<file path="src/rtl/rand_draw_arbiter.sv">
// rand_draw_arbiter: shares one 32-bit LFSR among NUM_REQ clients, keeps it seeded,
// and returns each round-robin winner a uniform value in [0, limit) by masking plus rejection.
module rand_draw_arbiter #(
  parameter int          NUM_REQ      = 4,
  parameter int          RANGE_W      = 8,
  parameter int          MAX_TRY      = 4,
  parameter logic [31:0] DEFAULT_SEED = 32'h1BADF00D
) (
  input  logic                       clk,
  input  logic                       rst,
  input  logic                       seed_valid,
  input  logic [31:0]                seed_in,
  input  logic [NUM_REQ-1:0]         req,
  input  logic [NUM_REQ*RANGE_W-1:0] limit,
  output logic [NUM_REQ-1:0]         gnt,
  output logic                       rand_valid,
  output logic [RANGE_W-1:0]         rand_out,
  output logic                       gen_load,
  output logic [31:0]                gen_seed,
  input  logic [31:0]                gen_rand
);

  localparam int IDX_W = (NUM_REQ > 1) ? $clog2(NUM_REQ) : 1;
  localparam int TRY_W = $clog2(MAX_TRY + 1);

  localparam logic [2:0] S_INIT = 3'd0;
  localparam logic [2:0] S_IDLE = 3'd1;
  localparam logic [2:0] S_SEED = 3'd2;
  localparam logic [2:0] S_DRAW = 3'd3;
  localparam logic [2:0] S_DONE = 3'd4;

  logic [2:0]         state;
  logic [IDX_W-1:0]   rr_ptr;
  logic [IDX_W-1:0]   idx_q;
  logic [IDX_W-1:0]   next_idx;
  logic [IDX_W-1:0]   pick_idx;
  logic               pick_found;
  logic               seed_pend;
  logic [31:0]        seed_q;
  logic [RANGE_W-1:0] lim_q;
  logic [RANGE_W-1:0] mask;
  logic [RANGE_W-1:0] sample;
  logic [TRY_W-1:0]   tries;

  // Only the low RANGE_W bits of the generator are ever sampled.
  logic unused_gen_bits;
  assign unused_gen_bits = ^gen_rand[31:RANGE_W];

  // Walking offsets downward lets the smallest offset from rr_ptr win without a break.
  // NOTE: every always_comb output gets a default first, so no path can infer a latch.
  always_comb begin
    pick_idx   = '0;
    pick_found = 1'b0;
    for (int off = NUM_REQ - 1; off >= 0; off--) begin
      if (req[IDX_W'((int'(rr_ptr) + off) % NUM_REQ)]) begin
        pick_idx   = IDX_W'((int'(rr_ptr) + off) % NUM_REQ);
        pick_found = 1'b1;
      end
    end
  end

  // Smearing (lim_q-1) downward yields 2^ceil(log2(lim_q))-1 for lim_q >= 2.
  always_comb begin
    mask = lim_q - RANGE_W'(1);
    for (int i = RANGE_W - 2; i >= 0; i--) begin
      mask[i] = mask[i] | mask[i+1];
    end
  end

  assign sample   = gen_rand[RANGE_W-1:0] & mask;
  assign next_idx = (idx_q == IDX_W'(NUM_REQ - 1)) ? '0 : idx_q + IDX_W'(1);

  // NOTE: sequential state uses non-blocking assignments only, so every branch sees pre-edge values.
  always_ff @(posedge clk or posedge rst) begin
    if (rst) begin
      state      <= S_INIT;
      gnt        <= '0;
      rand_valid <= 1'b0;
      rand_out   <= '0;
      gen_load   <= 1'b0;
      gen_seed   <= DEFAULT_SEED;
      rr_ptr     <= '0;
      idx_q      <= '0;
      seed_pend  <= 1'b0;
      seed_q     <= '0;
      lim_q      <= '0;
      tries      <= '0;
    end else begin
      gen_load   <= 1'b0;
      rand_valid <= 1'b0;

      if (seed_valid) begin
        seed_pend <= 1'b1;
        seed_q    <= seed_in;
      end

      case (state)
        S_INIT: begin
          gen_load <= 1'b1;
          gen_seed <= DEFAULT_SEED;
          state    <= S_IDLE;
        end

        S_IDLE: begin
          if (seed_pend || seed_valid) begin
            state <= S_SEED;
          end else if (pick_found) begin
            gnt   <= NUM_REQ'(1) << pick_idx;
            idx_q <= pick_idx;
            lim_q <= limit[pick_idx*RANGE_W +: RANGE_W];
            tries <= '0;
            state <= S_DRAW;
          end
        end

        S_SEED: begin
          gen_load <= 1'b1;
          gen_seed <= (seed_q == '0) ? DEFAULT_SEED : seed_q;
          // A pulse landing in this very cycle stays pending for the next visit.
          if (!seed_valid) seed_pend <= 1'b0;
          state    <= S_IDLE;
        end

        S_DRAW: begin
          if (!req[idx_q]) begin
            gnt    <= '0;
            rr_ptr <= next_idx;
            state  <= S_IDLE;
          end else if (lim_q <= RANGE_W'(1)) begin
            rand_out   <= '0;
            rand_valid <= 1'b1;
            state      <= S_DONE;
          end else if (sample < lim_q) begin
            rand_out   <= sample;
            rand_valid <= 1'b1;
            state      <= S_DONE;
          end else if (tries == TRY_W'(MAX_TRY)) begin
            // sample <= mask < 2*lim_q, so the fold stays inside [0, lim_q).
            rand_out   <= sample - lim_q;
            rand_valid <= 1'b1;
            state      <= S_DONE;
          end else begin
            tries <= tries + TRY_W'(1);
          end
        end

        S_DONE: begin
          gnt    <= '0;
          rr_ptr <= next_idx;
          state  <= S_IDLE;
        end

        default: state <= S_INIT;
      endcase
    end
  end

endmodule
</file>
<file path="config.mk">
export PLATFORM = sky130hd
export DESIGN_NAME = rand_draw_arbiter
export DESIGN_NICKNAME = d
export VERILOG_FILES = /design/src/rtl/rand_draw_arbiter.sv
export SDC_FILE = /design/constraint.sdc
export NUM_CORES = 1
export LEC_CHECK = 0
export BUFFER_PORTS_ARGS = -buffer_cell sky130_fd_sc_hd__buf_2
export CAP_MARGIN = 20
export CORE_UTILIZATION = 29
export CTS_CLUSTER_DIAMETER = 30
export CTS_CLUSTER_SIZE = 14
export DETAILED_ROUTE_END_ITERATION = 16
export HOLD_SLACK_MARGIN = 0.05
export PLACE_DENSITY_LB_ADDON = 0.15
export SETUP_SLACK_MARGIN = 0.1
export SLEW_MARGIN = 20
export SYNTH_ARGS = -nofsm -noshare
export SYNTH_HDL_FRONTEND = slang
export SYNTH_SLANG_ARGS = --single-unit
</file>
<file path="constraint.sdc">
create_clock -name clk -period 4.54 [get_ports clk]
set_clock_uncertainty 0.1 [all_clocks]
set_input_delay 0.227 -clock clk [delete_from_list [all_inputs] [get_ports clk]]
set_output_delay 0.227 -clock clk [all_outputs]
set_load 0.01 [all_outputs]
</file>
Yosys cells after proc, flatten, opt, wreduce, memory -nomap -nowiden

Index checks and enable logic that the tools add are counted.

Flip-flop bits (word level): 97
Input bits: 103
Output and inout port bits: 46
Word-level logic and storage cells: 125

Add/sub/neg operators: 7
Order comparisons: 7
Equal/unequal tests: 15
Shift operators: 2
Muxes and demuxes: 57
Bitwise gates (word level): 9
Reductions and logical operators: 16

Operators with widths:

| cell                  | count |
|---|---|
| $pmux W32 S2          | 1 |
| $mux W3               | 12 |
| $logic_not A32 Y1     | 1 |
| $mux W32              | 1 |
| $shiftx A32 B6 Y8     | 1 |
| $mux W8               | 3 |
| $mux W1               | 22 |
| $lt A2 B4 Y1 const B  | 4 |
| $ne A2 B2 Y1 const B  | 7 |
| $mux W2               | 6 |
| $mux W4               | 3 |
| $pmux W4 S3           | 1 |
| $bmux W1 S2           | 5 |
| $pmux W3 S3           | 1 |
| $and A8 B8 Y8         | 1 |
| $le A8 B1 Y1 const B  | 1 |
| $lt A8 B8 Y1          | 1 |
| $sub A8 B1 Y8 const B | 1 |
| $sub A8 B8 Y8         | 1 |
| $or A1 B1 Y1          | 7 |
| $reduce_and A7 Y1     | 1 |
| $eq A3 B2 Y1 const B  | 2 |
| $eq A3 B3 Y1 const B  | 2 |
| $pmux W3 S2           | 1 |
| 20 further kinds      | 27 |

Logic depth before layout (Yosys ltp)

Depth in word-level cells: 14
Mapped depth: 15
Gate-level depth less buffers: 15

Worst setup path after synthesis

OpenSTA, ideal clock, no wires.

Path kind: register to register
Start: register lim_q[3]
End: register rand_out[7]
Arrival: 4.044 ns
Path slack: 0.331 ns
Stages on the path, launching flop included: 14
Path buffers: 1
Period minus slack after synthesis: 4.209 ns
Cells stage by stage: dfrtp_1 > buf_6 > or4_4 > o31a_1 > nor4b_2 > or3b_1 > and2_2 > ha_1 > o21ai_0 > nand2_1 > o221ai_1 > o31ai_1 > a22o_1 > a21o_1

Word-level cells in the longest chain between the ends: 13
Elaborated cells between the ends (all ways): 17
Classes of those cells: add/sub (2); order compare (2); mux (3); bitwise (8); reduce/logical (2)

Ends and longest elaborated chain:

| item                       | line | text |
|---|---|---|
| start: declaration         | 40   | `logic [RANGE_W-1:0] lim_q;` |
| start signal: assignment   | 110  | `lim_q <= limit[pick_idx*RANGE_W +: RANGE_W];` |
| $sub A8 B1 Y8              | 64   | `mask = lim_q - RANGE_W'(1);` |
| $or A1 B1 Y1 (7 in series) | 66   | `mask[i] = mask[i] \| mask[i+1];` |
| $and A8 B8 Y8              | 70   | `assign sample = gen_rand[RANGE_W-1:0] & mask;` |
| $sub A8 B8 Y8              | 139  | `rand_out <= sample - lim_q;` |
| $mux W8                    | 137  | `end else if (tries == TRY_W'(MAX_TRY)) begin` |
| $mux W8                    | 133  | `end else if (sample < lim_q) begin` |
| $mux W8                    | 129  | `end else if (lim_q <= RANGE_W'(1)) begin` |
| end signal: assignment     | 134  | `rand_out <= sample;` |
| end signal: assignment     | 139  |  |
| end: declaration           | 17   | `output logic [RANGE_W-1:0] rand_out,` |

Several ways; a longest one is shown, not always the timed one. The select of a mux whose other input is x is not followed.
A chain may end at the register's enable or synchronous reset.

Worst setup path in the final report

Start: register lim_q[2]
End: register rand_out[7]

Same word-level chain as after synthesis.

==> impl_metrics.json <==
{
  "clock_latency_ns": 0.35,
  "drt_iter0_drc": 167,
  "syn_inst": 441,
  "yosysUniqueCellTypes": 57,
  "hold_class": "primary input to flip-flop",
  "hp-start": "limit[0]",
  "dp_worst_setup_slack_ns": 0.166,
  "finalHoldViolations": 0,
  "worstRegToRegCells": 13,
  "path_class": "flip-flop to flip-flop",
  "num_vias": 3903,
  "die_w_um": 130,
  "synth_largest_area_cell": "dfrtp_1",
  "num_io_pins": 149,
  "synth_edf_count": 0,
  "track_usage_pct": 15.5,
  "regArea_sq_um": 2450,
  "vias_per_cell": 4.73,
  "n_antenna_cell": 0,
  "fin_nets": 722,
  "grt-ovfl-total": 0,
  "grt_pass1_vias": 3960,
  "fill_cells": 1609,
  "core_sq_um": 15900,
  "setup_slack_ns": 0.421,
  "synth_top_flop_cell": "dfrtp_1",
  "htreeDepth": 3,
  "run_status": "completed",
  "dr.pass1.iters": 4,
  "gp_congestion": 0.803,
  "slew_headroom_pct": 43.8,
  "yosys.area.top_type_share_pct": 42.7,
  "yosysSeqAreaShare_pct": 51.5,
  "dpl.hpwl_um": 8790,
  "p_leak_uw": 0.00302,
  "syn_nets": 558,
  "max_freq_mhz": 243,
  "avgSynthCellArea_sq_um": 10.8,
  "clock_sinks": 97,
  "num_rows": 46,
  "totalWireLength_um": 12200,
  "powerDensity_nw_per_um2": 600,
  "yosys-top-cells-area": "dfrtp_1, dfstp_2, mux2_2",
  "crit_chain": "or4_4, o31a_1, nor4b_4, or3b_1, and2_2, ha_1, nor2_1, nand2_1, o221ai_2, o31ai_1, buf_4, a22o_1, a21o_1",
  "whs_endpoint": "lim_q[0]",
  "cap_violations": 0,
  "cts_max_path_buffers": 2,
  "period_needed_ns": 4.12,
  "r2r_start": "lim_q[2]",
  "fin_crit_sh_pct": 90.7,
  "netlist_area_sq_um": 4750,
  "antenna_left": 0,
  "initial_core_util_pct": 29.8,
  "setup_viol": 0,
  "worstPathMaxFanout": 9,
  "multi_input_area_sq_um": 2160,
  "hold_depth": 3,
  "r2r-end": "rand_out[7]",
  "worst_slew_pin_slew_ns": 0.842,
  "arrival_ns": 4.26,
  "cts_buffers": 9,
  "ir_drop_v": 0.000297,
  "grt_max_degree": 65,
  "worstSetupEndpointType": "flip-flop",
  "yosysMostFrequentCell": "dfrtp_1",
  "start_kind": "flip-flop",
  "portBuffers": 124,
  "slowest_delay_ns": 0.59,
  "grt_antenna_before_repair": 0,
  "grt_pass1_wl_um": 20100,
  "rsz0062_at_grt": "no",
  "cts_root_buf": "clkbuf_16",
  "slew_viol_final": 0,
  "avgRoutedWirePerCell_um": 14.8,
  "route.detailed.drc": 0,
  "cts_tree": "done",
  "die_area_sq_um": 16900,
  "drive_gt1_share_pct": 35.6,
  "areaGrowthSynthToFinish_pct": 33.6,
  "async_flop_share_pct": 100,
  "cp.required_ns": 4.68,
  "synth_commonest_cells": "dfrtp_1, nand2_1, mux2_2",
  "clkTransAtPathRegs_ns": 0.07,
  "crit_slowest_cell": "or4_4",
  "fp.dieH_um": 130,
  "r2r_slack_ns": 0.42,
  "yosys_warnings": 0,
  "setup_tns_ns": 0,
  "critPathBufInv": 1,
  "ys_seq_elements": 97,
  "crit_family": "simple AND/OR/NAND/NOR gates"
}
-- layout by cell type, fill, tap and decap left out, drive strengths merged, types with 4 or more instances in the layout --
master | synthesis | layout
a21oi | 10 | 10
nor4 | 14 | 14
or2 | 4 | 4
inv | 24 | 27
o21ai | 15 | 15
dlygate4sd3 | 0 | 36
and2 | 4 | 4
clkbuf | 17 | 10
dfrtp | 81 | 81
mux2 | 34 | 34
xnor2 | 4 | 4
nand2b | 6 | 6
nand2 | 61 | 61
o221ai | 9 | 9
buf | 2 | 136
a221o | 4 | 4
nor3 | 7 | 7
o22a | 16 | 16
mux2i | 17 | 17
nand3 | 17 | 17
nor2 | 16 | 16
ha | 13 | 13
dfstp | 16 | 16
-- layout make-up --
class | count | share of cell area (%)
sequential | 97 | 38.5
multi-input combinational | 300 | 34.0
timing repair buffer | 172 | 17.0
tap | 216 | 4.26
clock buffer | 10 | 3.61
inverter | 25 | 1.52
clock inverter | 6 | 1.14
-- through the flow --
stage	hold WS, ns	instances	cell area (sq um)	total power, uW	util (%)
finish	0.0889	826	6350	3810	39.8
global route	0.115	826	6350	4120	39.8
CTS	0.0863	824	6310	3810	39.6
detailed placement	0.322	772	5650	2970	35.4
global placement	0.325	772	5650	2940	35.4
floorplan	0.263	441	4750	2440	-
-- worst register-to-register path: cells and delay by family (launching register included) --
family                   cells  cell delay [ns]
AND/OR/NAND/NOR              6             1.85
AO/OA/AOI/OAI                5             1.22
flip-flops                   1             0.43
adder cells (fa/ha/maj)      1             0.22
buffers and inverters        1             0.20
-- flip-flops by register name, summed over array words and instances (netlist names) --
name	cells
lim_q	8
rand_out	8
tries	3
seed_pend	1
gnt	4
state	3
rr_ptr	2
seed_q	32
idx_q	2
rand_valid	1
gen_load	1
gen_seed	32
-- routing by layer --
layer  up-vias  wire length (um)  track usage, %
met5         -                 0               0
met3        16               485            2.21
li1       1923                 -               -
met1      1846              5720            19.6
met2       118              5820            26.6
met4         0               215            6.29
-- how the worst max path moves through the flow --
stage                     cells past startpoint          end  startpoint  slack (ns)
after floorplan                              13  rand_out[7]    lim_q[3]        0.33
after global placement                       13  rand_out[7]    lim_q[2]        0.28
after detailed placement                     13  rand_out[7]    lim_q[2]        0.17
after CTS                                    13  rand_out[7]    lim_q[2]        0.15
after global routing                         14  rand_out[7]    lim_q[2]        0.17
final                                        13  rand_out[7]    lim_q[2]        0.42
-- cells by family (layout without fill, tap and decap cells) --
logic type               count (synthesis)  count (layout)  share of synthesized area (%)
adder cells (fa/ha/maj)                 14              14                           3.84
AO/OA/AOI/OAI                           80              80                           12.4
AND/OR/NAND/NOR                        149             149                           15.6
XOR/XNOR                                 5               5                          0.921
multiplexers                            52              52                           12.1
buffers and inverters                   44             213                           3.63
flip-flops                              97              97                           51.5
-- report_power, final --
| part | switching [uW] | leakage (uW) | internal, uW |
|---|---|---|---|
| clock | 349 | 0.000149 | 436 |
| sequential | 193 | 0.00117 | 1150 |
| combinational | 922 | 0.00170 | 763 |
| total | 1460 | 0.00302 | 2350 |
-- what timing repair did --
| action | 4_1_cts | 5_1_grt |
|---|---|---|
| gates resized for setup | 0 | 3 |
| endpoints found under the hold margin | 82 | 0 |
| buffers inserted | 0 | 1 |
| setup endpoints to repair | 0 | 11 |
| hold buffers | 36 | 0 |
Note: power is estimated with default switching activity, not from simulation.
